<file path="src/rtl/updown_counter_n.sv">
// updown_counter_n
//   Parametrised synchronous up/down counter with a configurable modulus.
//   It supports count enable, synchronous clear and load, and two overflow
//   modes: wrap modulo (MAX_VALUE+1), or saturate at the bounds.
//   Its status outputs feed downstream timers, dividers and cascaded counter
//   chains.
//
// Parameters
//   WIDTH        counter width in bits (2..32)
//   MAX_VALUE    highest count; the modulus is MAX_VALUE+1 (1..2**WIDTH-1)
//   RESET_VALUE  count after reset (<= MAX_VALUE)
//
// Ports
//   clock       in   rising-edge clock
//   reset       in   asynchronous active-low reset
//   enable      in   step the count by one this cycle
//   up_down     in   1 = increment, 0 = decrement
//   clear       in   synchronous clear to 0 (highest priority)
//   load        in   synchronous load of load_value (clamped to MAX_VALUE)
//   load_value  in   [WIDTH] value to load
//   saturate    in   1 = saturate at the bounds, 0 = wrap
//   count       out  [WIDTH] registered count
//   at_max      out  count == MAX_VALUE (combinational)
//   at_min      out  count == 0 (combinational)
//   wrap_pulse  out  registered; high for the one cycle after a wrapping edge
//   sat_flag    out  registered, sticky; set when saturation blocked a step
//
// Cascading: drive the next stage's enable with (enable & at_max) when
// counting up, or with (enable & at_min) when counting down.
module updown_counter_n #(
    parameter int                WIDTH       = 8,
    parameter logic [WIDTH-1:0]  MAX_VALUE   = {WIDTH{1'b1}},
    parameter logic [WIDTH-1:0]  RESET_VALUE = '0
) (
    input  logic             clock,
    input  logic             reset,
    input  logic             enable,
    input  logic             up_down,
    input  logic             clear,
    input  logic             load,
    input  logic [WIDTH-1:0] load_value,
    input  logic             saturate,
    output logic [WIDTH-1:0] count,
    output logic             at_max,
    output logic             at_min,
    output logic             wrap_pulse,
    output logic             sat_flag
);

    // Bound compares are done one bit wider than the count. This keeps the
    // load clamp and the limit tests free of overflow, even when MAX_VALUE
    // is all ones.
    localparam logic [WIDTH:0]   MAX_EXT = {1'b0, MAX_VALUE};
    localparam logic [WIDTH-1:0] ONE     = WIDTH'(1);

    logic [WIDTH:0]   cnt_ext;
    logic [WIDTH:0]   load_ext;
    logic             below_max;
    logic             above_min;
    logic             load_over;

    logic [WIDTH-1:0] count_nxt;
    logic             wrap_nxt;
    logic             sat_nxt;

    assign cnt_ext   = {1'b0, count};
    assign load_ext  = {1'b0, load_value};
    assign below_max = (cnt_ext < MAX_EXT);
    assign above_min = (cnt_ext != '0);
    assign load_over = (load_ext > MAX_EXT);

    assign at_max = (cnt_ext == MAX_EXT);
    assign at_min = !above_min;

    // Next-state selection. The priority is clear > load > enable. The
    // increment and decrement are applied only when the bound test shows
    // that the step stays within 0..MAX_VALUE. Because of that, the WIDTH-bit
    // arithmetic below can never overflow.
    always_comb begin
        count_nxt = count;
        wrap_nxt  = 1'b0;
        sat_nxt   = sat_flag;
        if (clear) begin
            count_nxt = '0;
            sat_nxt   = 1'b0;
        end else if (load) begin
            count_nxt = load_over ? MAX_VALUE : load_value;
            sat_nxt   = 1'b0;
        end else if (enable) begin
            if (up_down) begin
                if (below_max) begin
                    count_nxt = count + ONE;
                end else if (saturate) begin
                    sat_nxt   = 1'b1;
                end else begin
                    count_nxt = '0;
                    wrap_nxt  = 1'b1;
                end
            end else begin
                if (above_min) begin
                    count_nxt = count - ONE;
                end else if (saturate) begin
                    sat_nxt   = 1'b1;
                end else begin
                    count_nxt = MAX_VALUE;
                    wrap_nxt  = 1'b1;
                end
            end
        end
    end

    always_ff @(posedge clock or negedge reset) begin
        if (!reset) begin
            count      <= RESET_VALUE;
            wrap_pulse <= 1'b0;
            sat_flag   <= 1'b0;
        end else begin
            count      <= count_nxt;
            wrap_pulse <= wrap_nxt;
            sat_flag   <= sat_nxt;
        end
    end

endmodule

</file>
<file path="config.mk">
export PLATFORM = sky130hd
export DESIGN_NAME = updown_counter_n
export DESIGN_NICKNAME = d
export VERILOG_FILES = /design/src/rtl/updown_counter_n.sv
export SDC_FILE = /design/constraint.sdc
export NUM_CORES = 1
export LEC_CHECK = 0
export BUFFER_PORTS_ARGS = -buffer_cell sky130_fd_sc_hd__buf_2
export CORE_ASPECT_RATIO = 0.8
export CORE_UTILIZATION = 54
export CTS_CLUSTER_DIAMETER = 100
export DETAILED_ROUTE_END_ITERATION = 8
export PLACE_DENSITY = 0.89
export RECOVER_POWER = 25
export REMOVE_ABC_BUFFERS = 1
export SLEW_MARGIN = 0
export SYNTH_ARGS = -nofsm -noshare
export SYNTH_HDL_FRONTEND = slang
export SYNTH_SLANG_ARGS = --single-unit
</file>
<file path="constraint.sdc">
create_clock -name clock -period 2.72 [get_ports clock]
set_input_delay 0.272 -clock clock [delete_from_list [all_inputs] [get_ports clock]]
set_output_delay 0.272 -clock clock [all_outputs]
set_load 0.05 [all_outputs]
</file>
**Word-level counts from Yosys, hierarchy flattened**

Cells that the tools add are included.

- Flip-flop bits (word level): 10
- Output and inout port bits: 12

- $add $sub $neg: 2
- Order comparisons: 2
- Equality and inequality tests: 5
- Muxes and demuxes: 23
- Reductions and logical operators: 5

Operators with widths:

| kind | number |
|---|---|
| $mux 8 | 9 |
| $mux 1 | 14 |
| $ne 5x4->1 const B | 2 |
| $reduce_bool 9->1 | 1 |
| $add 8x1->8 const B | 1 |
| $eq 8x8->1 const B | 1 |
| $gt 8x8->1 const B | 1 |
| $lt 8x8->1 const B | 1 |
| $ne 4x4->1 const B | 2 |
| $sub 8x1->8 const B | 1 |
| $reduce_and 3->1 | 2 |
| $reduce_bool 3->1 | 1 |
| $logic_not 1->1 | 1 |

**Depth between registers and ports, before layout**

- Depth in word-level cells: 6
- Gate-level depth with buffers: 8

**Worst setup path before layout**

OpenSTA, ideal clock, no wires.

- Path type: reg-to-reg
- Start point: register count[0]
- End point: register count[3]
- Library setup time: 130 ps
- Arrival: 2,517 ps
- Required time: 2,590 ps
- Slack: 73 ps
- Stages on the path, launching flop included: 7
- Clock period less this slack: 2,647 ps
- Cell sequence: dfrtp_1 > ha_1 > nand3_1 > nor2_1 > o21ai_0 > a22oi_1 > a211oi_1

- Cells in the longest elaborated chain, start to end: 6
- Elaborated cells between the ends (all ways): 13

Ends and longest elaborated chain:

| item | line | RTL |
|---|---|---|
| start: declaration | 43 | `output logic [WIDTH-1:0] count,` |
| start signal: assignment | 118 | `count <= count_nxt;` |
| $sub 8x1->8 (tied with other cells) | 101 | `count_nxt = count - ONE;` |
| $mux 8 (on tied branches) | 100, 91 |  |
| $mux 8 | 90 | `if (up_down) begin` |
| $mux 8 | 89 | `end else if (enable) begin` |
| $mux 8 | 86 | `end else if (load) begin` |
| $mux 8 | 83 | `if (clear) begin` |

Parallel ways exist; a longest one is shown, timed or not. The select of a mux whose other input is x is not followed.
A chain may end at the register's enable or synchronous reset.

**Worst setup path in the final report**

- Start point: register count[0]
- End point: output at_max

- Cells in the longest elaborated chain, start to end: 1

Ends and longest elaborated chain:

| item | line | RTL |
|---|---|---|
| $eq 8x8->1 | 72 | `assign at_max = (cnt_ext == MAX_EXT);` |
| end: declaration | 44 | `output logic at_max,` |

No other way between the ends.

==> impl_summary.txt <==
----------------------------------------------------
[Outcome]
  Status ... complete, no violations

[Logic synthesis]
  Count of mapped cells out of synthesis ... 117
  Number of synthesized flops with an enable pin ... 0
  Sequential area share after synthesis ... between 20% and 30%
  Total of warnings raised by yosys ... 0
  Number of synthesized register bits ... 10
  Mean area per synthesized cell ... 7.89 um2
  Synth Cell Area ... 923 um2
  Flip-flop cell with the highest count after synthesis ... sky130_fd_sc_hd__dfrtp_1
  FFs w/ async S/R, synth ... 100%
  Number of different library cells in the post-synthesis netlist ... 47

[Pwr]
  Switch share ... 41.9%
  Switching pwr ... 0.224 mW
  Internal power summed over all cells ... slightly above 0.3 mW
  Power density of the placed cells ... approximately 500 nW/um2
  Proportion of power drawn by combinational gates ... 36.2%
  Total power ... between 0.5 and 0.6 mW
  Highest ir drop seen on vdd ... 0.434 mV
  Fraction of power consumed by sequential logic ... between 30% and 40%
  Clock power share ... between 20% and 30%
  Pleak ... 0.480 nW

[Route]
  Antenna violation net count after detailed routing ... 0
  Iter 0 DRT Violations ... 36
  Drt drc ... 0
  Post-detailed-routing wire length ... 2440 um
  Mean routed wirelength per cell ... between 10 and 15 um
  Iteration count of the initial detailed-routing pass ... 4
  Total number of vias ... 1,036
  Average vias per placed instance ... 6.36

[Floorplanning]
  Core outline area ... 1490 um2
  Vertical die dimension ... 39.0 um
  I/O pin count ... 27
  Number of core rows ... 12
  Die area ... between 1500 and 2000 um2
  Die width ... between 40 and 50 um
  Starting density of the core ... 62.1%

[Clock tree]
  Total CTS buffers ... 3
  Clock Pin Slew Worst Setup and Hold Paths ... roughly 0.080 ns
  Buffer type at the clock tree root ... sky130_fd_sc_hd__clkbuf_4
  Number of buffers on the longest clock path ... 2
  Post-cts resize count ... 0
  Number of buffers inserted to repair setup after CTS ... 0
  Clock tree from TritonCTS ... yes
  Count of H-tree levels built during CTS ... 1
  # hold bufs at CTS ... 1
  Clock latency at the later pin of the worst-skew pair ... 0.28 ns
  Clock tree sinks ... 10

[Place]
  Placed Cells incl. Taps ... 158
  Total placed instance area ... 1050 um2
  Final weighted congestion of routability-driven global placement ... 0.903
  Estimated wirelength of the detail-placed design ... 1710 um
  Number of buffer cells added on primary ports ... 26

[Finish]
  Synthesis-to-finish area growth ... 18.3%
  Post-route cell area ... 1090 um2
  Final core utilization ... around 73%
  NumNets Final ... 161
  Share of layout cells above drive strength 1 ... a little over a quarter
  Final standard cell count with taps included and fillers excluded ... 163
  Leading cell type in the layout, fill and taps excluded ... sky130_fd_sc_hd__buf_2
  Number of inserted filler cells in the final layout ... around 110
  Commonest cells after routing, fill and taps aside ... sky130_fd_sc_hd__buf_2, sky130_fd_sc_hd__nand2_1, sky130_fd_sc_hd__nor2_1, sky130_fd_sc_hd__dfrtp_1, sky130_fd_sc_hd__inv_1
  Number of antenna diodes ... 0

[Worst setup path]
  Kind of critical path ... register to output port
  Buffer and inverter count on the worst path ... 1
  Cell family with the largest share of critical-path delay ... simple AND/OR/NAND/NOR gates
  Master of the slowest instance on the critical path ... sky130_fd_sc_hd__dfrtp_1
  Worst path cell trace ... ha_1 -> nand3_1 -> nor2_1 -> buf_2
  CP endpoint kind ... output port
  Worst EP required ... 2.45 ns
  Critical Path Fanout Max ... 10
  Crit path arrival time ... ~2 ns
  Startpoint type of the worst setup path ... register
  Maximum single-stage delay on the critical path ... 0.55 ns

[STA]
  Worst-case clock skew ... approximately 0.0037 ns
  Transition time at the pin with the least slew margin ... between 0.5 and 0.6 ns
  Fin crit period ... 2.32 ns
  Setup repair after global routing missed its margin ... false
  Fraction of the cycle the final worst path needs ... 85.3%
  Final number of hold-violating endpoints ... 0
  Endpoints failing setup ... 0
  Worst slew margin relative to its limit ... 60.4%
  Hold slack final ... 0.203 ns
  Max Slew Vio Count ... 0
  Max Freq ... 0.431 GHz

[GRT]
  Routing layer with the top usage in global route ... met2
  GRT Resource Usage Total ... 30.7%
  Initial antenna violation count ... 0
  Met1 track demand over resource ... slightly above 40%
  Routing usage on met3 ... 7.01%
  Sum of overflow across all layers after global routing ... 0
  Wire length of the first global-routing pass ... 3850 um
  GRT met2 Usage ... a little under half
  Via count of the first global-routing pass ... between 800 and 900
  Maximum number of pins on one net before global-route repair ... 21

[Job]
  Number of max-cap violations ... 0

[Min path]
  Min-Delay Path Class ... primary input to register

----------------------------------------------------
-- final cells by class --
type                       count  area [um2]  share of cell area (%)
multi-input combinational     93         607                    55.6
sequential                    10         250                    22.9
timing repair buffer          28         146                    13.4
clock buffer                   4        36.3                    3.32
inverter                       7        26.3                    2.41
tap                           21        26.3                    2.41
-- path summary, 6_finish.rpt --
path,startpoint,end,slack [ns],cells past startpoint
setup / recovery,count[0],at_max,0.40,4
hold / removal,saturate,wrap_pulse,0.20,2
setup reg to reg,count[0],count[1],0.60,8
hold reg to reg,sat_flag,sat_flag,0.56,2
max in group asynchronous,reset,count[1],1.83,2
min in group asynchronous,reset,count[6],0.50,2
-- power by group through the flow --
| stage | registers (mW) | logic, mW | clock network [mW] |
|---|---|---|---|
| 2_1_floorplan | 0.235 | 0.0941 | 0 |
| 3_3_place_gp | 0.197 | 0.186 | 0 |
| 3_5_place_dp | 0.199 | 0.190 | 0 |
| 4_1_cts | 0.196 | 0.192 | 0.148 |
| 5_1_grt | 0.200 | 0.210 | 0.152 |
| 6_report | 0.197 | 0.193 | 0.144 |
-- registers in the layout, summed over array words and instances, names as in the netlist --
register / cells
count: 8
sat_flag: 1
wrap_pulse: 1
-- worst register-to-register path, stage by stage, from the launching register on --
cell and delay [ns]:
sky130_fd_sc_hd__dfrtp_1 0.55, sky130_fd_sc_hd__inv_1 0.15, sky130_fd_sc_hd__ha_1 0.22, sky130_fd_sc_hd__nor4b_2 0.17, sky130_fd_sc_hd__and2_1 0.19, sky130_fd_sc_hd__a211oi_2 0.18, sky130_fd_sc_hd__buf_4 0.24, sky130_fd_sc_hd__nand2_1 0.10
sky130_fd_sc_hd__o32ai_1 0.22
-- Yosys cell counts (2+ instances only) --
library cell	number	area share, %
sky130_fd_sc_hd__nand2_1	15	6.1
sky130_fd_sc_hd__inv_1	7	2.8
sky130_fd_sc_hd__nand3b_1	2	1.6
sky130_fd_sc_hd__dfrtp_1	10	27
sky130_fd_sc_hd__a31oi_1	5	3.4
sky130_fd_sc_hd__nand4_1	4	2.7
sky130_fd_sc_hd__nand3_1	3	1.6
sky130_fd_sc_hd__nor3b_1	2	1.6
sky130_fd_sc_hd__a221oi_1	3	2.8
sky130_fd_sc_hd__a21oi_1	6	3.3
sky130_fd_sc_hd__buf_2	2	1.1
sky130_fd_sc_hd__o21ai_1	2	1.1
sky130_fd_sc_hd__nor3_1	2	1.1
sky130_fd_sc_hd__ha_1	3	4.1
sky130_fd_sc_hd__nor4_1	2	1.4
sky130_fd_sc_hd__nor2_1	11	4.5
sky130_fd_sc_hd__xor2_1	2	1.9
sky130_fd_sc_hd__o21ai_0	4	2.2
sky130_fd_sc_hd__clkbuf_1	2	0.81
sky130_fd_sc_hd__or3_1	2	1.4
sky130_fd_sc_hd__nand2b_1	2	1.4
-- kinds of logic (layout without fill, tap and decap cells) --
kind of cell / count (synthesis) / after routing / synth area share [%]
DFF: 10 / 10 / 27.1
xor gates and xnor gates: 2 / 2 / 1.90
buffers and inverters: 14 / 39 / 7.18
adders and majority gates: 3 / 3 / 4.07
AOI/OAI and AO/OA: 34 / 34 / 27.0
and+or+nand+nor: 54 / 54 / 32.8
-- metrics by stage --
stage               worst slack, ns  setup TNS, ns
floorplan                   -0.0494        -0.0750
global placement              0.734              0
finish                        0.399              0
CTS                           0.413              0
global route                  0.283              0
detailed placement            0.647              0
-- routing by layer --
metal / routed length, um / up-vias
met3: 194 / 4
met5: 0 / -
met4: 23 / 0
met2: 1120 / 58
li1: - / 490
met1: 1110 / 484
(Power assumes the default switching activity.)
